File: src/rtl/dma_pkg.sv
// Shared types and constants for the DMA read engine.
package dma_pkg;

  localparam int BEAT_BYTES = 32;
  localparam int BEAT_SHIFT = 5;

  localparam logic [2:0] S_IDLE  = 3'd0;
  localparam logic [2:0] S_LOAD  = 3'd1;
  localparam logic [2:0] S_CALC  = 3'd2;
  localparam logic [2:0] S_ISSUE = 3'd3;
  localparam logic [2:0] S_DRAIN = 3'd4;
  localparam logic [2:0] S_DONE  = 3'd5;

  typedef struct packed {
    logic [15:0] bytes;
    logic [31:0] addr;
  } cmd_t;

  // ceil(bytes / BEAT_BYTES); 12 bits because 0xFFFF bytes rounds up to 2048 beats
  function automatic logic [11:0] beats_of(input logic [15:0] bytes);
    return {1'b0, bytes[15:BEAT_SHIFT]} + 12'(|bytes[BEAT_SHIFT-1:0]);
  endfunction

endpackage

File: src/rtl/dma_cmd_fifo.sv
// Single-clock showahead FIFO: rd_data always presents the head entry.
module dma_cmd_fifo #(
  parameter int WIDTH = 48,
  parameter int DEPTH = 32
) (
  input  logic             clk,
  input  logic             reset,
  input  logic             wr_en,
  input  logic [WIDTH-1:0] wr_data,
  input  logic             rd_en,
  output logic [WIDTH-1:0] rd_data,
  output logic             full,
  output logic             empty
);
  localparam int AW = $clog2(DEPTH);

  logic [WIDTH-1:0] mem [DEPTH];
  logic [AW:0]      wr_ptr, rd_ptr;

  // Extra pointer bit distinguishes full from empty when the indices match
  assign empty   = (wr_ptr == rd_ptr);
  assign full    = (wr_ptr[AW] != rd_ptr[AW]) && (wr_ptr[AW-1:0] == rd_ptr[AW-1:0]);
  assign rd_data = mem[rd_ptr[AW-1:0]];

  always_ff @(posedge clk)
    if (wr_en && !full) mem[wr_ptr[AW-1:0]] <= wr_data;

  always_ff @(posedge clk or posedge reset) begin
    if (reset) begin
      wr_ptr <= '0;
      rd_ptr <= '0;
    end else begin
      if (wr_en && !full) wr_ptr <= wr_ptr + 1'b1;
      if (rd_en && !empty) rd_ptr <= rd_ptr + 1'b1;
    end
  end

endmodule

File: src/rtl/dma_read_block.sv
// DMA read engine: splits commands into AVMM read bursts gated by data FIFO space.
// Optional DMA_RD_ERR_CHK_EN adds a sticky error for stray beats / misaligned addresses.
module dma_read_block
  import dma_pkg::*;
#(
  parameter int CMD_FIFO_DEPTH  = 32,
  parameter int MAX_BURST       = 16,
  parameter int DATA_FIFO_DEPTH = 256,
  parameter int USEDW_W         = 9
) (
  input  logic               clk,
  input  logic               reset,
  input  logic               dma_rd_fifo_command_req_i,
  input  logic [15:0]        dma_rd_bytes_to_transfer_i,
  input  logic [31:0]        dma_rd_addr_i,
  output logic               dma_rd_fifo_full_o,
  output logic [31:0]        rd_master_addr_o,
  output logic [10:0]        rd_master_bcount_o,
  output logic               rd_master_o,
  input  logic               rd_master_wait_req_i,
  input  logic [255:0]       rd_master_data_i,
  input  logic               rd_master_data_valid_i,
  input  logic [USEDW_W-1:0] dma_data_fifo_usedw_i,
  output logic [255:0]       dma_data_o,
  output logic               dma_data_fifo_wr_req_o,
  output logic               dma_rd_done_o,
  output logic               dma_rd_err_o
);

  cmd_t               head;
  logic               cmd_empty, pop;
  logic [2:0]         state, state_nxt;
  logic [31:0]        addr;
  logic [11:0]        remaining, outstanding, burst, burst_q, head_beats;
  logic signed [31:0] free;
  logic               accept, beat, beat_fwd;

  dma_cmd_fifo #(.WIDTH($bits(cmd_t)), .DEPTH(CMD_FIFO_DEPTH)) u_cmd_fifo (
    .clk     (clk),
    .reset   (reset),
    .wr_en   (dma_rd_fifo_command_req_i),
    .wr_data ({dma_rd_bytes_to_transfer_i, dma_rd_addr_i}),
    .rd_en   (pop),
    .rd_data (head),
    .full    (dma_rd_fifo_full_o),
    .empty   (cmd_empty)
  );

  assign head_beats = beats_of(head.bytes);
  assign pop        = (state == S_LOAD);
  assign accept     = (state == S_ISSUE) && !rd_master_wait_req_i;
  assign beat       = rd_master_data_valid_i && (outstanding != '0);
  assign burst      = (remaining > 12'(MAX_BURST)) ? 12'(MAX_BURST) : remaining;
  // Space left once every beat already requested has landed
  assign free       = 32'(DATA_FIFO_DEPTH) - 32'(dma_data_fifo_usedw_i) - 32'(outstanding);

  always_comb begin
    state_nxt = state;
    case (state)
      S_IDLE:  if (!cmd_empty) state_nxt = S_LOAD;
      S_LOAD:  state_nxt = (head_beats == '0) ? S_DONE : S_CALC;
      S_CALC:  if (free >= $signed(32'(burst))) state_nxt = S_ISSUE;
      S_ISSUE: if (accept) state_nxt = (remaining == burst_q) ? S_DRAIN : S_CALC;
      S_DRAIN: if (outstanding == '0) state_nxt = S_DONE;
      S_DONE:  state_nxt = S_IDLE;
      default: state_nxt = S_IDLE;
    endcase
  end

  always_ff @(posedge clk or posedge reset) begin
    if (reset) begin
      state       <= S_IDLE;
      addr        <= '0;
      remaining   <= '0;
      outstanding <= '0;
      burst_q     <= '0;
    end else begin
      state <= state_nxt;
      if (state == S_LOAD) begin
        addr        <= head.addr;
        remaining   <= head_beats;
        outstanding <= '0;
      end else begin
        outstanding <= outstanding + (accept ? burst_q : 12'd0) - {11'd0, beat};
      end
      if (state == S_CALC) burst_q <= burst;
      if (accept) begin
        remaining <= remaining - burst_q;
        addr      <= addr + (32'(burst_q) << BEAT_SHIFT);
      end
    end
  end

`ifdef DMA_RD_ERR_CHK_EN
  logic err;
  assign beat_fwd     = beat;
  assign dma_rd_err_o = err;
  always_ff @(posedge clk or posedge reset) begin
    if (reset) err <= 1'b0;
    else if ((rd_master_data_valid_i && outstanding == '0) ||
             (state == S_LOAD && head.addr[BEAT_SHIFT-1:0] != '0))
      err <= 1'b1;
  end
`else
  assign beat_fwd     = rd_master_data_valid_i;
  assign dma_rd_err_o = 1'b0;
`endif

  always_ff @(posedge clk or posedge reset) begin
    if (reset) begin
      dma_data_o             <= '0;
      dma_data_fifo_wr_req_o <= 1'b0;
    end else begin
      dma_data_o             <= rd_master_data_i;
      dma_data_fifo_wr_req_o <= beat_fwd;
    end
  end

  assign rd_master_o        = (state == S_ISSUE);
  assign rd_master_addr_o   = addr;
  assign rd_master_bcount_o = burst_q[10:0];
  assign dma_rd_done_o      = (state == S_DONE);

endmodule
File: config.mk
export PLATFORM = sky130hd
export DESIGN_NAME = dma_read_block
export DESIGN_NICKNAME = d
export VERILOG_FILES = /design/src/rtl/dma_pkg.sv /design/src/rtl/dma_cmd_fifo.sv /design/src/rtl/dma_read_block.sv
export SDC_FILE = /design/constraint.sdc
export NUM_CORES = 2
export LEC_CHECK = 0
export CORE_UTILIZATION = 49
export DETAILED_ROUTE_END_ITERATION = 8
export PLACE_DENSITY_LB_ADDON = 0.3
export RECOVER_POWER = 100
export SLEW_MARGIN = 30
export SYNTH_ARGS = -nofsm -noshare
export SYNTH_HDL_FRONTEND = slang
export SYNTH_SLANG_ARGS = --single-unit
File: constraint.sdc
create_clock -name clk -period 15.24 [get_ports clk]
set_clock_uncertainty 0.2 [all_clocks]
set_input_delay 4.572 -clock clk [delete_from_list [all_inputs] [get_ports clk]]
set_output_delay 4.572 -clock clk [all_outputs]
set_load 0.03 [all_outputs]
; Word-level counts from Yosys, hierarchy flattened
; Memories as Yosys holds them, arrays and structs flattened.
; Cells that the tools add are included.
[classes]
n_addsub = 9
n_lt_le_gt_ge = 2
eq_ne = 13
muxes = 16
n_reduce_logical = 15
[op_table]
columns = cell, count
row1 = 32-bit two-way mux, 2
row2 = 12-bit two-way mux, 5
row3 = 32-bit by 17-bit adder with 32-bit output, 1
row4 = 12-bit zero test, 2
row5 = 3-bit two-way mux, 6
row6 = 3-bit case mux with 5 select lines, 1
row7 = 14-bit by 13-bit greater-or-equal comparator with 1-bit output, 1
row8 = 10-bit by 13-bit subtractor with 14-bit output, 1
row9 = 11-bit by 1-bit adder with 12-bit output, 1
row10 = 12-bit adder, 1
row11 = "6-bit by 1-bit adder with 6-bit output, second input constant", 2
row12 = 12-bit == test, 1
row13 = "12-bit by 5-bit > comparator with 1-bit output, second input constant", 1
row14 = 12-bit nonzero test, 1
row15 = 12-bit by 1-bit subtractor with 12-bit output, 1
row16 = 12-bit subtractor, 1
row17 = "9-bit by 9-bit subtractor with 10-bit output, first input constant", 1
row18 = "3-bit by 2-bit == test with 1-bit output, second input constant", 2
row19 = "3-bit == test, second input constant", 2
row20 = 6-bit == test, 1
row21 = "2-bit inequality test, second input constant", 3
row22 = 5-bit == test, 1
row23 = 1-bit logical AND, 5
row24 = 5-bit OR reduction, 1
row25 = 8 further kinds, 11
[word_totals]
reg_bits = 340
ramBits = 1536
in_bits = 318
output_inout_bits = 304
wordCells = 65
memories = 1
[mem_list]
columns = name, depth, word_bits, read_ports, rd_clocked_by_memory_dff, wr, line
row1 = u_cmd_fifo.mem, 32, 48, 1, 0, 1, dma_cmd_fifo.sv:17  ; logic [WIDTH-1:0] mem [DEPTH];

; Longest topological paths before layout
[depth]
word_depth = 6
depth_mapped = 22

; By module
; A second synthesis with hierarchy kept.
[unflattened]
hier_cells = 4338
area_unflattened_um2 = 72848.6
[by_module_without_submodules]
columns = module, instances, cells_each, area_each_um2
row1 = dma_cmd_fifo, 1, 3284, 59925.0
row2 = dma_read_block, 1, 1054, 12923.6

; Worst setup path before layout
; No wires, ideal clock.
[synth_timing]
kind = input -> register
from = input port dma_data_fifo_usedw_i[0]
to = register state[2]
arrival_ns = 7.828
setup_slack_ns = 7.085
cell_stages = 18
path_cell_list = inv_1 > ha_1 > ha_1 > nor2b_1 > o21ai_0 > a21boi_0 > o31a_1 > o41a_1 > a21oi_1 > o21bai_1 > a21oi_1 > xor2_1 > ha_1 > a221oi_1 > o311a_1 > o21ai_0 > a41oi_1 > o21ai_1
[synth_via]
elab_chain_len = 5
[synth_lines]
columns = item, line
row1 = "start, declared", dma_read_block.sv:23  ; input logic [USEDW_W-1:0] dma_data_fifo_usedw_i,
row2 = 9-bit by 9-bit subtractor with 10-bit output, dma_read_block.sv:55  ; assign free = 32'(DATA_FIFO_DEPTH) - 32'(dma_data_fifo_usedw_i) - 32'(outstanding);
row3 = 10-bit by 13-bit subtractor with 14-bit output, dma_read_block.sv:55
row4 = 14-bit by 13-bit greater-or-equal comparator with 1-bit output, dma_read_block.sv:62  ; S_CALC: if (free >= $signed(32'(burst))) state_nxt = S_ISSUE;
row5 = 2-bit inequality test (no line), --
row6 = 4-bit AND reduction (no line), --
row7 = "end signal, assigned", dma_read_block.sv:78  ; state <= state_nxt;
row8 = "end, declared", dma_read_block.sv:32  ; logic [2:0] state, state_nxt;
; No other way between the ends.
; A chain may end at the register's enable or synchronous reset.

; Worst setup path after layout
[layout_timing]
from = register u_cmd_fifo.rd_ptr[1]
to = register state[0]
[layout_via]
elab_chain_len = 6
[layout_lines]
columns = item, line
row1 = "start, declared", dma_cmd_fifo.sv:18  ; logic [AW:0] wr_ptr, rd_ptr;
row2 = "start signal, assigned", dma_cmd_fifo.sv:34  ; if (rd_en && !empty) rd_ptr <= rd_ptr + 1'b1;
row3 = memory read 32 x 48 bit, --
row4 = 5-bit OR reduction, dma_pkg.sv:21  ; return {1'b0, bytes[15:BEAT_SHIFT]} + 12'(|bytes[BEAT_SHIFT-1:0]);
row5 = 11-bit by 1-bit adder with 12-bit output, dma_pkg.sv:21
row6 = 12-bit zero test, dma_read_block.sv:61  ; S_LOAD: state_nxt = (head_beats == '0) ? S_DONE : S_CALC;
row7 = 3-bit two-way mux, dma_read_block.sv:61
row8 = 3-bit case mux with 5 select lines, dma_read_block.sv:59  ; case (state)
; Parallel ways exist; a longest one is shown, timed or not.

==> impl_metrics.yaml <==
global_route:
  grt_start_max_net_pins: 108
  grt_usage_pct: 26.9
  grt_first_pass_wirelength_um: 277000
  first_global_vias: 36321
  grt_antenna_before_repair: 110
  grt_overflow_total: 0
cts:
  cts.clk_slew.worst_paths_ns: 0.06
  cts_tree: "built"
  cts.sinks: 1876
  cts_resized: 0
  cts-root-buf: "clkbuf_16"
  numCtsBuffers: 186
  clk_latency_ns: 0.82
  ctsHtreeMaxLevel: 4
  cts.path.max_buffers: 3
  postCtsSetupBuffers: 0
  hold_buffers: 0
sta:
  fmax_mhz: 88.6
  slew_violations: 2787
  finalCriticalPeriod_ns: 11.28
  period_share_pct: 74.0
  tightestPinTransition_ns: 4.25
  slew_headroom_pct: -183
  rsz0062_at_grt: "false"
  timing.setup.tns_ns: 0
  hold_viol: 0
  setup-violations-final: 0
  hold_ws_ns: 0.281
placed_design:
  port_buffers: 620
  dp_cells: 5833
  globalplace.congestion: 0.890
  dp_hpwl_um: 126000
run_status:
  status: "complete, but fails checks"
  violations: "design-rule violations, max-capacitance violations, max-slew violations"
critical_path:
  crit_path_max_fanout: 46
  cp-start-kind: "flop"
  worst_setup_path_end_kind: "flop"
  worstPathRequired_ns: 15.77
  regToRegSetupSlack_ns: 3.96
  crit_arrival_ns: 11.81
  path_class: "reg -> reg"
cells_and_area:
  drive_gt1_share_pct: 17.2
  layout.nets: 4518
  area_growth_pct: 20.2
  stdcell_count: 6214
  finalCoreUtilization_pct: 59.4
detailed_routing:
  wl_um: 197000
  drt_iter0_drc: 4204
  vias: 37079
  wire_per_inst_um: 31.7
  drt_drc_violations_left: 552
  drt_pass1_iterations: 9
  final_antenna_net_count: 0
  vias_per_cell: 5.97
yosys:
  ys_ff_latch: 1876
  yosysUniqueCellTypes: 82
  synth_top_family_by_area: "multiplexers"
  netlist_area_um2: 71000
  synth_area_leader_cell: "edfxtp_1"
  synthFlopType: "edfxtp_1"
  netlist.area_leader.share_pct: 65.0
  yosys.area_share.xor_xnor_pct: 0.765
  synth.most_common_cell: "edfxtp_1"
  syn_avg_cell_area_um2: 21.0
  synthMuxAreaShare_pct: 13.7
  syn-instance-count: 3376
  synth.area.top_cells: "edfxtp_1 65%, mux4_2 13%, dfrtp_1 12%"
  synth-simple-area-share_pct: 2.68
  seq_area_frac_synth_pct: 77.0
  synthAdderAreaFrac_pct: 1.49
  synth_async_sr_flop_share_pct: 18.1
  synth_edf_count: 1536
  synth_warnings: 0
  synth-compound-area-share_pct: 2.71
  synthTopCellsByCount: "1536 x edfxtp_1, 401 x mux4_2, 340 x dfrtp_1"
power_and_ir_drop:
  total_power_mw: 14.7
  p_leak_nw: 28.8
  ir_drop_mv: 0.122
  pwr_density_cell_nw_per_um2: 172
floorplanning:
  start_util_pct: 49.4
  die_area_um2: 146000
  die_h_um: 383
  die_width_um: 383
  num_io_pins: 622
  row_count: 139
  coreArea_um2: 144000
job:
  maxCapViolCount: 75
hold_path:
  hold_class: "reg -> reg"
## cell families after synthesis
| group | count (synthesis) |
|---|---|
| adders and majority gates | 82 |
| other | 2 |
| muxes | 465 |
| buffers and inverters | 236 |
| AOI/OAI and AO/OA | 277 |
| DFF | 1876 |
| and+or+nand+nor | 376 |
| xor gates and xnor gates | 62 |
## metrics by stage
stage / instance area [um^2] / setup WS (ns)
detailed placement: 79500 / 6.00
CTS: 85700 / 6.85
finish: 85300 / 3.96
floorplan: 71000 / 1.04
global placement: 79600 / 5.96
global route: 85200 / 3.21
## power by group
group	total, mW	switching [mW]	internal [mW]
sequential	6.19	0.229	5.96
clock	4.57	1.95	2.63
combinational	3.89	2.19	1.70
## cells in the final DEF (no fill, tap or decap), types with 13 or more instances in the layout
master         instances
edfxtp_1            1536
nand2_1               86
o31ai_1               13
nor2_4                14
nand3b_1              14
dlygate4sd3_1        578
xor2_1                18
nor3_1                32
nor2_1                87
mux2i_1               52
clkbuf_1             140
diode_2               38
a21oi_1               47
dfrtp_1              337
mux4_2               401
o221ai_1              17
ha_1                  78
bufinv_16             18
o211ai_1              17
nor4_1                23
clkbuf_16            188
inv_1                 78
nand3_1               19
buf_4                 16
a211oi_1              19
xnor2_1               44
clkinv_1              35
o21ai_0               58
clkinv_2              30
or4_1                 17
nand4_1               14
## flip-flops by register name, summed over array words and instances, names as in the netlist
register / count
u_cmd_fifo.mem: 1536
dma_data_fifo_wr_req_o: 1
u_cmd_fifo.rd_ptr: 6
rd_master_addr_o: 32
u_cmd_fifo.wr_ptr: 6
outstanding: 12
remaining: 12
burst_q: 12
state: 3
dma_data_o: 256
## layout make-up
cell class / instances / area, um^2
clock inverters: 102 / 1160
diodes: 38 / 95.1
inverters: 81 / 307
repair buffers: 703 / 6440
fillers: 10358 / 58400
well taps: 1903 / 2380
clock buffers: 241 / 4980
flip-flops and latches: 1876 / 54600
multi-input cells: 1270 / 15300
## per-layer routing
layer | track usage (%) | wire length, um | up-vias
met5 | 0 | 46 | -
met4 | 7.01 | 5380 | 8
met3 | 5.36 | 16700 | 357
met2 | 44.2 | 97900 | 1930
met1 | 37.0 | 76800 | 19526
li1 | - | - | 15258
## worst max-delay path: stages, from the launching register on
cell       delay (ns)
dfrtp_4          0.71
clkbuf_1         1.91
clkbuf_1         2.30
clkbuf_1         1.97
o311ai_0         0.53
o311ai_0         0.31
o21ai_0          0.32
a21oi_1          0.25
o21ai_0          0.13
a21oi_1          0.29
ha_1             0.43
nand3b_1         0.35
nor4_1           0.58
o211ai_1         0.20
a2bb2oi_2        0.21
nand4_1          0.18
o21ai_1          0.19
## path summary, 6_finish.rpt
kind | from | to | cells after the start
min in group asynchronous | reset | dma_data_o[89]$_DFF_PP0_ | 2
worst max register to register | u_cmd_fifo.rd_ptr[1]$_DFFE_PP0P_ | state[0]$_DFFE_PP0P_ | 16
worst min register to register | rd_master_addr_o[4]$_DFFE_PP0P_ | rd_master_addr_o[4]$_DFFE_PP0P_ | 2
worst min-delay path | rd_master_addr_o[4]$_DFFE_PP0P_ | rd_master_addr_o[4]$_DFFE_PP0P_ | 2
max in group asynchronous | reset | u_cmd_fifo.rd_ptr[1]$_DFFE_PP0P_ | 3
worst max-delay path | u_cmd_fifo.rd_ptr[1]$_DFFE_PP0P_ | state[0]$_DFFE_PP0P_ | 16
(Power assumes the default switching activity.)
